File: src/rtl/cache_control_if.sv
// Request, datapath and memory strobes exchanged with the L1 cache controller.
interface cache_control_if;
  logic        cache_read;
  logic        cache_write;
  logic        cache_resp;
  logic        way1_hit;
  logic        way2_hit;
  logic        read_hit;
  logic        write_hit;
  logic        LRU_out;
  logic        dirty_out;
  logic        R_W;
  logic        load_data_1;
  logic        load_data_2;
  logic        load_dirty_1;
  logic        load_dirty_2;
  logic        dirty_bit;
  logic        load_LRU;
  logic        LRU_in;
  logic        mem_read;
  logic        mem_write;
  logic        mem_resp;
  logic        clear_counters;
  logic [15:0] hit_count;
  logic [15:0] miss_count;
  logic [15:0] wb_count;

  modport master (
    output cache_read, cache_write,
    output way1_hit, way2_hit,
    output read_hit, write_hit,
    output LRU_out, dirty_out,
    output mem_resp, clear_counters,
    input  cache_resp, R_W,
    input  load_data_1, load_data_2,
    input  load_dirty_1, load_dirty_2,
    input  dirty_bit, load_LRU, LRU_in,
    input  mem_read, mem_write,
    input  hit_count, miss_count, wb_count
  );

  modport slave (
    input  cache_read, cache_write,
    input  way1_hit, way2_hit,
    input  read_hit, write_hit,
    input  LRU_out, dirty_out,
    input  mem_resp, clear_counters,
    output cache_resp, R_W,
    output load_data_1, load_data_2,
    output load_dirty_1, load_dirty_2,
    output dirty_bit, load_LRU, LRU_in,
    output mem_read, mem_write,
    output hit_count, miss_count, wb_count
  );
endinterface

File: src/rtl/cache_control.sv
// 2-way write-back L1 cache sequencer: one-cycle hits,
// writeback + fill on miss, saturating event counters.
module cache_control (
  input  logic            clk,
  input  logic            reset_n,
  cache_control_if.slave  bus
);

  typedef enum logic [1:0] {
    IDLE,
    WRITEBACK,
    ALLOCATE
  } state_e;

  state_e      state_q, state_d;
  logic        miss_pending_q, miss_pending_d;
  logic [15:0] hit_count_q, hit_count_d;
  logic [15:0] miss_count_q, miss_count_d;
  logic [15:0] wb_count_q, wb_count_d;
  logic        hit_inc, miss_inc, wb_inc;
  logic        hit;

  function automatic logic [15:0] bump(
    input logic [15:0] cnt,
    input logic        inc,
    input logic        clr
  );
    logic [15:0] r;
    r = cnt;
    if (clr)
      r = 16'h0000;
    else if (inc && cnt != 16'hFFFF)
      r = cnt + 16'h0001;
    return r;
  endfunction

  always_comb begin
    state_d          = state_q;
    miss_pending_d   = miss_pending_q;
    hit_inc          = 1'b0;
    miss_inc         = 1'b0;
    wb_inc           = 1'b0;
    bus.cache_resp   = 1'b0;
    bus.R_W          = 1'b0;
    bus.load_data_1  = 1'b0;
    bus.load_data_2  = 1'b0;
    bus.load_dirty_1 = 1'b0;
    bus.load_dirty_2 = 1'b0;
    bus.dirty_bit    = 1'b0;
    bus.load_LRU     = 1'b0;
    bus.LRU_in       = 1'b0;
    bus.mem_read     = 1'b0;
    bus.mem_write    = 1'b0;
    // A simultaneous read+write is serviced as a write
    hit = bus.cache_write ? bus.write_hit
                          : (bus.cache_read & bus.read_hit);

    unique case (state_q)
      IDLE: begin
        if (hit) begin
          bus.cache_resp = 1'b1;
          bus.load_LRU   = 1'b1;
          bus.LRU_in     = bus.way1_hit;
          hit_inc        = ~miss_pending_q;
          miss_pending_d = 1'b0;
          if (bus.cache_write) begin
            bus.R_W       = 1'b1;
            bus.dirty_bit = 1'b1;
            if (bus.way1_hit) begin
              bus.load_data_1  = 1'b1;
              bus.load_dirty_1 = 1'b1;
            end else begin
              bus.load_data_2  = 1'b1;
              bus.load_dirty_2 = 1'b1;
            end
          end
        end else if (bus.cache_read | bus.cache_write) begin
          miss_pending_d = 1'b1;
          miss_inc       = 1'b1;
          state_d = bus.dirty_out ? WRITEBACK : ALLOCATE;
        end
      end
      WRITEBACK: begin
        bus.R_W       = 1'b1;
        bus.mem_write = 1'b1;
        if (bus.mem_resp) begin
          wb_inc  = 1'b1;
          state_d = ALLOCATE;
        end
      end
      ALLOCATE: begin
        bus.mem_read = 1'b1;
        if (bus.mem_resp) begin
          bus.load_data_1  = ~bus.LRU_out;
          bus.load_dirty_1 = ~bus.LRU_out;
          bus.load_data_2  = bus.LRU_out;
          bus.load_dirty_2 = bus.LRU_out;
          state_d          = IDLE;
        end
      end
      default: state_d = IDLE;
    endcase

    hit_count_d  = bump(hit_count_q, hit_inc, bus.clear_counters);
    miss_count_d = bump(miss_count_q, miss_inc, bus.clear_counters);
    wb_count_d   = bump(wb_count_q, wb_inc, bus.clear_counters);
  end

  always_ff @(posedge clk or negedge reset_n) begin
    if (!reset_n) begin
      state_q        <= IDLE;
      miss_pending_q <= 1'b0;
      hit_count_q    <= 16'h0000;
      miss_count_q   <= 16'h0000;
      wb_count_q     <= 16'h0000;
    end else begin
      state_q        <= state_d;
      miss_pending_q <= miss_pending_d;
      hit_count_q    <= hit_count_d;
      miss_count_q   <= miss_count_d;
      wb_count_q     <= wb_count_d;
    end
  end

  assign bus.hit_count  = hit_count_q;
  assign bus.miss_count = miss_count_q;
  assign bus.wb_count   = wb_count_q;

endmodule

File: src/flat_wrapper.sv
// flat-port wrapper written by rule: the top's interface ports become plain ports
module cache_control_flat 
  (clk, reset_n, bus_cache_read, bus_cache_write, bus_way1_hit, bus_way2_hit, bus_read_hit, bus_write_hit, bus_LRU_out, bus_dirty_out, bus_mem_resp, bus_clear_counters, bus_cache_resp, bus_R_W, bus_load_data_1, bus_load_data_2, bus_load_dirty_1, bus_load_dirty_2, bus_dirty_bit, bus_load_LRU, bus_LRU_in, bus_mem_read, bus_mem_write, bus_hit_count, bus_miss_count, bus_wb_count);
  cache_control_if bus_i ();
  input  logic clk;
  input  logic reset_n;
  input wire logic [$bits(bus_i.cache_read)-1:0] bus_cache_read;
  input wire logic [$bits(bus_i.cache_write)-1:0] bus_cache_write;
  input wire logic [$bits(bus_i.way1_hit)-1:0] bus_way1_hit;
  input wire logic [$bits(bus_i.way2_hit)-1:0] bus_way2_hit;
  input wire logic [$bits(bus_i.read_hit)-1:0] bus_read_hit;
  input wire logic [$bits(bus_i.write_hit)-1:0] bus_write_hit;
  input wire logic [$bits(bus_i.LRU_out)-1:0] bus_LRU_out;
  input wire logic [$bits(bus_i.dirty_out)-1:0] bus_dirty_out;
  input wire logic [$bits(bus_i.mem_resp)-1:0] bus_mem_resp;
  input wire logic [$bits(bus_i.clear_counters)-1:0] bus_clear_counters;
  output wire logic [$bits(bus_i.cache_resp)-1:0] bus_cache_resp;
  output wire logic [$bits(bus_i.R_W)-1:0] bus_R_W;
  output wire logic [$bits(bus_i.load_data_1)-1:0] bus_load_data_1;
  output wire logic [$bits(bus_i.load_data_2)-1:0] bus_load_data_2;
  output wire logic [$bits(bus_i.load_dirty_1)-1:0] bus_load_dirty_1;
  output wire logic [$bits(bus_i.load_dirty_2)-1:0] bus_load_dirty_2;
  output wire logic [$bits(bus_i.dirty_bit)-1:0] bus_dirty_bit;
  output wire logic [$bits(bus_i.load_LRU)-1:0] bus_load_LRU;
  output wire logic [$bits(bus_i.LRU_in)-1:0] bus_LRU_in;
  output wire logic [$bits(bus_i.mem_read)-1:0] bus_mem_read;
  output wire logic [$bits(bus_i.mem_write)-1:0] bus_mem_write;
  output wire logic [$bits(bus_i.hit_count)-1:0] bus_hit_count;
  output wire logic [$bits(bus_i.miss_count)-1:0] bus_miss_count;
  output wire logic [$bits(bus_i.wb_count)-1:0] bus_wb_count;
  assign bus_i.cache_read = bus_cache_read;
  assign bus_i.cache_write = bus_cache_write;
  assign bus_i.way1_hit = bus_way1_hit;
  assign bus_i.way2_hit = bus_way2_hit;
  assign bus_i.read_hit = bus_read_hit;
  assign bus_i.write_hit = bus_write_hit;
  assign bus_i.LRU_out = bus_LRU_out;
  assign bus_i.dirty_out = bus_dirty_out;
  assign bus_i.mem_resp = bus_mem_resp;
  assign bus_i.clear_counters = bus_clear_counters;
  assign bus_cache_resp = bus_i.cache_resp;
  assign bus_R_W = bus_i.R_W;
  assign bus_load_data_1 = bus_i.load_data_1;
  assign bus_load_data_2 = bus_i.load_data_2;
  assign bus_load_dirty_1 = bus_i.load_dirty_1;
  assign bus_load_dirty_2 = bus_i.load_dirty_2;
  assign bus_dirty_bit = bus_i.dirty_bit;
  assign bus_load_LRU = bus_i.load_LRU;
  assign bus_LRU_in = bus_i.LRU_in;
  assign bus_mem_read = bus_i.mem_read;
  assign bus_mem_write = bus_i.mem_write;
  assign bus_hit_count = bus_i.hit_count;
  assign bus_miss_count = bus_i.miss_count;
  assign bus_wb_count = bus_i.wb_count;
  cache_control u_core (.clk(clk), .reset_n(reset_n), .bus(bus_i));
endmodule
File: config.mk
export PLATFORM = sky130hd
export DESIGN_NAME = cache_control_flat
export DESIGN_NICKNAME = d
export VERILOG_FILES = /design/src/rtl/cache_control_if.sv /design/src/rtl/cache_control.sv /design/src/flat_wrapper.sv
export SDC_FILE = /design/constraint.sdc
export NUM_CORES = 1
export LEC_CHECK = 0
export ABC_AREA = 0
export BUFFER_PORTS_ARGS = -buffer_cell sky130_fd_sc_hd__buf_2
export CAP_MARGIN = 20
export CORE_MARGIN = 2
export CORE_UTILIZATION = 30
export CTS_BUF_LIST = sky130_fd_sc_hd__clkbuf_4 sky130_fd_sc_hd__clkbuf_8
export CTS_CLUSTER_SIZE = 16
export DETAILED_ROUTE_END_ITERATION = 10
export GPL_ROUTABILITY_DRIVEN = 0
export SLEW_MARGIN = 20
export SYNTH_ARGS = -nofsm -noshare
export SYNTH_HDL_FRONTEND = slang
export SYNTH_SLANG_ARGS = --single-unit
File: constraint.sdc
create_clock -name clk -period 3 [get_ports clk]
set_clock_uncertainty 0.15 [all_clocks]
set_input_delay 0.3 -clock clk [delete_from_list [all_inputs] [get_ports clk]]
set_output_delay 0.3 -clock clk [all_outputs]
set_load 0.1 [all_outputs]
==> results.md, run 1 <==
* Status: finished, final reports clean
* Min-Delay Path Class: input pin to register
* Maximum VDD drop at 0.000271 V
* Number of H-tree levels at 2
* Setup crit start kind: register
* Vias in the first global route at around 2,700
* Die H at approximately 110 um
* Setup_tns at 0 ns
* Clock share of power at 0.295
* Fmax at 433 MHz
* Core area at 0.0102 mm^2
* Synth area leader: dfrtp_1
* Fin nets at 422
* Antenna violations before repair at 0
* Switch share at 0.378
* Crit path kind: register to register
* First-pass GRT wire length at 13.2 mm
* Power Dens Cells at 466 mW/mm^2
* Final worst-path cycle share at 0.770
* Die width at between 100 and 150 um
* Clk_lat worst skew at 0.30 ns
* Synth top area cells: dfrtp_1 41%, or4_1 4.9%, mux2_2 4.7%
* # setup viols final at 0
* Setup crit end kind: register
* RSZ-0062 raised after global routing: false
* Final Slew Violations at 0
* Initial detailed-routing violation count at 129
* Seq/Total Area, Yosys at 0.413
* Die ar. at 0.0111 mm^2
* Required time worst endpoint at 3.05 ns
* Sequential share of power at 0.431
* Critical Path AT at 2.36 ns
* Row count at 37
* Post-placement setup slack at a little under 0.7 ns
* Clk sinks at roughly 50
* Cell total after placement at between 500 and 600
* P_leak at 1.57 nW
* Final core utilization at 0.363
* WL/cell at 14.5 um
* Final WS setup at 0.689 ns
* Ys async rst share at 1.00
* Final hold slack at a little under 0.08 ns
* Distinct cells, synth at 50
* Fin. Hold Viols at 0
* Worst Tran Pin Value at 0.836 ns
* Post-Route WL at 7.89 mm
* Antenna-violating nets left at 0
* Initial core utilization at 0.304
* Register bit count reported by yosys at 51
* Max-cap check violation count at 0
* Most common cell after layout, fill and taps aside: buf_2
* Synth top area share at 0.413
* Cell internal pwr at roughly 1.1 mW
* Initial DRT Pass Iterations at 4
* CTS buffer count at 5
* Final worst path period need at ~2.3 ns
* Via/cell ratio at approximately 5.3
* Tot Pwr at 1.72 mW
* Synthesis Warnings at 0
* Non-Filler Instances at 544
* Most frequent cells in the layout: 69 x buf_2, 51 x dfrtp_1, 27 x nand2_1, 27 x a21oi_1, 23 x nor2_1
* CTS max path bufs at 2
* Syn_area_per_cell at between 9 and 10 um^2
* Area Overhead vs Synth at 19.4%
* Fin area at between 0.003 and 0.004 mm^2
* Synth Cell Area at 0.00309 mm^2
* Synthesized net count at about 360
* CTS tree: done
* GRT Residual Overflow at 0
* PortBufs at 69
* Cells after synthesis at 343
* Clk root buf: clkbuf_8
* Remaining DRCs at 0
* CTS clk-pin slew, worst paths at 0.10 ns
* Post-CTS sizing at 0
* # IOs at 71
* Number of synthesized flops with an enable pin at 0
* Detailed-route via count at 2,869
* Top_reg_cell synth: dfrtp_1
* Critical path peak fanout at 12
* Slew HR at 0.440
* Post-DP Area at 0.00357 mm^2
* Final HPWL DP at about 5.6 mm
* Layout cells sized above 1 at 0.260
* # diodes at 0
* Combinational power share at 0.274
* Largest net degree at the start of global routing at 52
* GRT Util Overall at 0.142
* NetSw at 0.651 mW
registers in the layout, indices dropped and copies added (netlist names):
register / count
u_core.miss_pending_q: 1
u_core.bus.hit_count: 16
u_core.bus.wb_count: 16
u_core.state_q: 2
u_core.bus.miss_count: 16
critical path: stages, from the launching register on:
cell      delay (ns)
dfrtp_1         0.49
or2_4           0.32
a2111o_1        0.51
nor4b_1         0.37
mux2_2          0.37
cells in the mapped netlist, types with 2 or more instances:
| cell | instances |
|---|---|
| nand3_1 | 16 |
| o311ai_0 | 5 |
| ha_1 | 3 |
| o31ai_1 | 14 |
| inv_1 | 12 |
| nor4_1 | 10 |
| and2_1 | 3 |
| nand4_1 | 11 |
| a31oi_1 | 2 |
| o211ai_1 | 2 |
| nand3b_1 | 4 |
| nor2b_1 | 14 |
| nor3_1 | 9 |
| nand2_1 | 27 |
| or3_1 | 5 |
| or2_2 | 3 |
| mux2_2 | 13 |
| nor4b_1 | 2 |
| buf_6 | 2 |
| o41ai_1 | 8 |
| a211oi_1 | 2 |
| a21oi_1 | 29 |
| mux2i_1 | 2 |
| o311a_1 | 2 |
| o21ai_0 | 8 |
| a211o_1 | 2 |
| nor2_1 | 24 |
| and4_1 | 3 |
| buf_4 | 3 |
| clkbuf_1 | 14 |
| or4_1 | 20 |
| dfrtp_1 | 51 |
cell families after synthesis:
group	after synthesis	synth area share
adders and majority gates	3	0.0121
muxes	15	0.0538
AOI/OAI and AO/OA	82	0.180
buffers and inverters	31	0.0461
DFF	51	0.413
and+or+nand+nor	161	0.296
path summary, 6_finish.rpt:
path / start / to / slack [ns] / depth (start not counted)
setup / recovery: u_core.state_q[1]$_DFFE_PN0P_ / u_core.bus.hit_count[14]$_DFFE_PN0P_ / 0.69 / 4
hold reg to reg: u_core.bus.hit_count[2]$_DFFE_PN0P_ / u_core.bus.hit_count[2]$_DFFE_PN0P_ / 0.43 / 2
max in group asynchronous: reset_n / u_core.bus.hit_count[3]$_DFFE_PN0P_ / 1.74 / 3
min in group asynchronous: reset_n / u_core.bus.wb_count[5]$_DFFE_PN0P_ / 0.50 / 3
hold / removal: bus_dirty_out / u_core.state_q[1]$_DFFE_PN0P_ / 0.08 / 2
setup reg to reg: u_core.state_q[1]$_DFFE_PN0P_ / u_core.bus.hit_count[14]$_DFFE_PN0P_ / 0.69 / 4
power groups by stage:
stage | sequential (mW) | combinational (mW) | clock [mW]
2_1_floorplan | 0.804 | 0.347 | 0
3_3_place_gp | 0.754 | 0.469 | 0
3_5_place_dp | 0.756 | 0.472 | 0
4_1_cts | 0.743 | 0.474 | 0.532
5_1_grt | 0.751 | 0.500 | 0.550
6_report | 0.742 | 0.471 | 0.507
per-layer routing:
layer | wire [um] | GRT usage
met1 | 3940 | 0.199
met2 | 3680 | 0.234
met3 | 224 | 0.0186
met4 | 42 | 0.0338
met5 | 0 | 0
layout make-up:
cell class	instances	area, um^2
clock buffers	6	82.6
well taps	136	170
inverters	12	45.0
flip-flops and latches	51	1280
clock inverters	2	35.0
fillers	1061	6490
repair buffers	76	400
multi-input cells	261	1680
what timing repair did:
action | in CTS | in global routing
setup buffers | 0 | 0
endpoints found under the hold margin | 28 | 0
hold buffers | 1 | 0
endpoints found under the setup margin | 0 | 0
(Power assumes the default switching activity.)
==> run 2: changes to the inputs <==
- ABC_AREA: 0 -> 1
- clock period: 3 -> 2.4 ns (I/O delays scaled with it)
==> results.md, run 2 <==
* Post-placement setup slack at just under 0.2 ns
* Final HPWL DP at 6.38 mm
* Detailed-route via count at 3,441
* Sequential share of power at 0.376
* Antenna violations before repair at 0
* Slew HR at 0.540
* Clk root buf: clkbuf_8
* Tot Pwr at approximately 2.5 mW
* # diodes at 0
* Die ar. at 0.0122 mm^2
* NetSw at approximately 1.2 mW
* Via/cell ratio at 4.78
* Critical path peak fanout at 5
* Fin nets at 594
* # IOs at 71
* CTS tree: done
* Largest net degree at the start of global routing at 52
* Switch share at 0.488
* R2r startpoint: u_core.bus.wb_count[0]$_DFFE_PN0P_
* Power Dens Cells at 629 mW/mm^2
* Maximum VDD drop at between 0.0007 and 0.0008 V
* RSZ-0062 raised after global routing: false
* Combinational power share at 0.413
* Layout cells sized above 1 at 0.179
* Setup crit end kind: output port
* # setup viols final at 0
* Initial detailed-routing violation count at 249
* Vias in the first global route at 3,228
* Area Overhead vs Synth at 18.3%
* Worst hold endpoint: u_core.state_q[0]$_DFFE_PN0P_
* Reg2Reg Depth at 10
* Setup crit start kind: register
* Required time worst endpoint at 2.01 ns
* CTS clk-pin slew, worst paths at ~0.10 ns
* Register bit count reported by yosys at 51
* Cell Chain, Critical Path: nor2_4, inv_2, nor2_4, inv_2, o21ai_4, buf_2
* Synth area leader: dfrtp_1
* Number of synthesized flops with an enable pin at 0
* GRT Util Overall at 0.147
* Post-Route WL at 8.75 mm
* Setup_tns at 0 ns
* Crit path kind: register to output port
* WL/cell at 12.1 um
* Synth top area cells: dfrtp_1 37%, nand2_1 19%, nand3_1 9.5%
* Clock share of power at 0.211
* Clk sinks at approximately 50
* Distinct cells, synth at 27
* Initial DRT Pass Iterations at 4
* Worst hold stages at 2
* Max incr delay on CP at 0.46 ns
* CTS max path bufs at 2
* Non-Filler Instances at 720
* Seq/Total Area, Yosys at 0.374
* Number of H-tree levels at 2
* P_leak at 2.20 nW
* Fin. Hold Viols at 0
* Cell internal pwr at about 1.3 mW
* RR Endpoint: u_core.bus.wb_count[9]$_DFFE_PN0P_
* CTS buffer count at 5
* Synthesized net count at 524
* Synth top area share at 0.374
* Most frequent cells in the layout: 171 x nand2_1, 69 x buf_2, 65 x nand3_1, 63 x inv_1, 55 x nor2_1
* Ys async rst share at 1.00
* Final worst path period need at 2.14 ns
* Top-count cell post-synth: nand2_1
* Min-Delay Path Class: input pin to register
* Final core utilization at 0.367
* GRT Residual Overflow at 0
* Max-cap check violation count at 0
* Synthesis Warnings at 0
* Row count at 38
* Critical-path top delay cell: dfrtp_1
* Top_reg_cell synth: dfrtp_1
* Final Slew Violations at 0
* PortBufs at between 60 and 70
* Worst Tran Pin Value at 0.690 ns
* Die H at 111 um
* Post-synth top cells: 171 x nand2_1, 65 x nand3_1, 64 x inv_1
* Status: finished, final reports clean
* Die width at 111 um
* Clk_lat worst skew at 0.32 ns
* Antenna-violating nets left at 0
* Final WS setup at 0.262 ns
* First-pass GRT wire length at between 15 and 20 mm
* Cell total after placement at 710
* Most common cell after layout, fill and taps aside: nand2_1
* Cells after synthesis at 509
* Initial core utilization at 0.310
* Critical Path AT at about 1.8 ns
* Final worst-path cycle share at 0.891
* Reg-to-reg slack, setup at ~0.39 ns
* Remaining DRCs at 0
* Syn_area_per_cell at roughly 6.7 um^2
* Core area at 0.0110 mm^2
* Worst min-delay path startpoint: bus_mem_resp
* Synth Cell Area at 0.00341 mm^2
* Fmax at 468 MHz
## run 2: metal layers
metal  global-route usage  share of wire
met5                    0              0
met4               0.0458          0.014
met3               0.0285          0.051
met2                0.249           0.47
met1                0.188           0.46
## run 2: logic make-up (layout without fill, tap and decap cells)
kind of cell	Yosys count	count (layout)	synth area share
adders and majority gates	3	3	0.0110
DFF	51	51	0.374
AOI/OAI and AO/OA	37	37	0.0609
buffers and inverters	78	149	0.0976
and+or+nand+nor	326	326	0.420
xor gates and xnor gates	14	14	0.0360
## run 2: layout make-up
| class | count | area [um^2] |
|---|---|---|
| clock buffers | 7 | 83.8 |
| clock inverters | 1 | 5.00 |
| fillers | 1168 | 6950 |
| inverters | 65 | 244 |
| multi-input cells | 380 | 1850 |
| flip-flops and latches | 51 | 1280 |
| well taps | 140 | 175 |
| repair buffers | 76 | 403 |
## run 2: worst max-delay path by stage
stage	from	to	slack (ns)	cells past startpoint
final	u_core.state_q[0]$_DFFE_PN0P_	bus_load_dirty_2	0.26	6
after global placement	u_core.bus.wb_count[0]$_DFFE_PN0P_	u_core.bus.wb_count[7]$_DFFE_PN0P_	0.25	10
after CTS	u_core.bus.wb_count[0]$_DFFE_PN0P_	u_core.bus.wb_count[9]$_DFFE_PN0P_	0.17	10
after global routing	u_core.state_q[0]$_DFFE_PN0P_	bus_load_dirty_2	0.16	6
after detailed placement	u_core.bus.wb_count[0]$_DFFE_PN0P_	u_core.bus.wb_count[9]$_DFFE_PN0P_	0.19	10
after floorplan	u_core.state_q[1]$_DFFE_PN0P_	bus_load_dirty_2	-0.18	6
## run 2: power by group through the flow
stage	sequential, mW	clock (mW)	combinational [mW]
2_1_floorplan	1.10	0	0.787
3_3_place_gp	0.968	0	1.04
3_5_place_dp	0.970	0	1.05
4_1_cts	0.953	0.564	1.06
5_1_grt	0.959	0.593	1.12
6_report	0.952	0.535	1.05
## run 2: per-stage QoR
stage	instance area, um^2	hold WS, ns
final	4030	0.0395
after global routing	4030	0.0472
after CTS	4030	0.0223
after detailed placement	3920	0.272
after global placement	3920	0.270
after floorplan	3480	-0.206
## run 2: what timing repair did
action / 4_1_cts / 5_1_grt
endpoints found under the hold margin: 52 / 0
hold buffers: 2 / 0
gates resized for setup: 0 / 1
buffers inserted: 0 / 0
setup endpoints to repair: 0 / 11
## run 2: worst max-delay path: cells and delay by family (launching register included)
| kind | cells | cell delay [ns] |
|---|---|---|
| DFF | 1 | 0.46 |
| buffers and inverters | 3 | 0.57 |
| and+or+nand+nor | 2 | 0.26 |
| AOI/OAI and AO/OA | 1 | 0.14 |
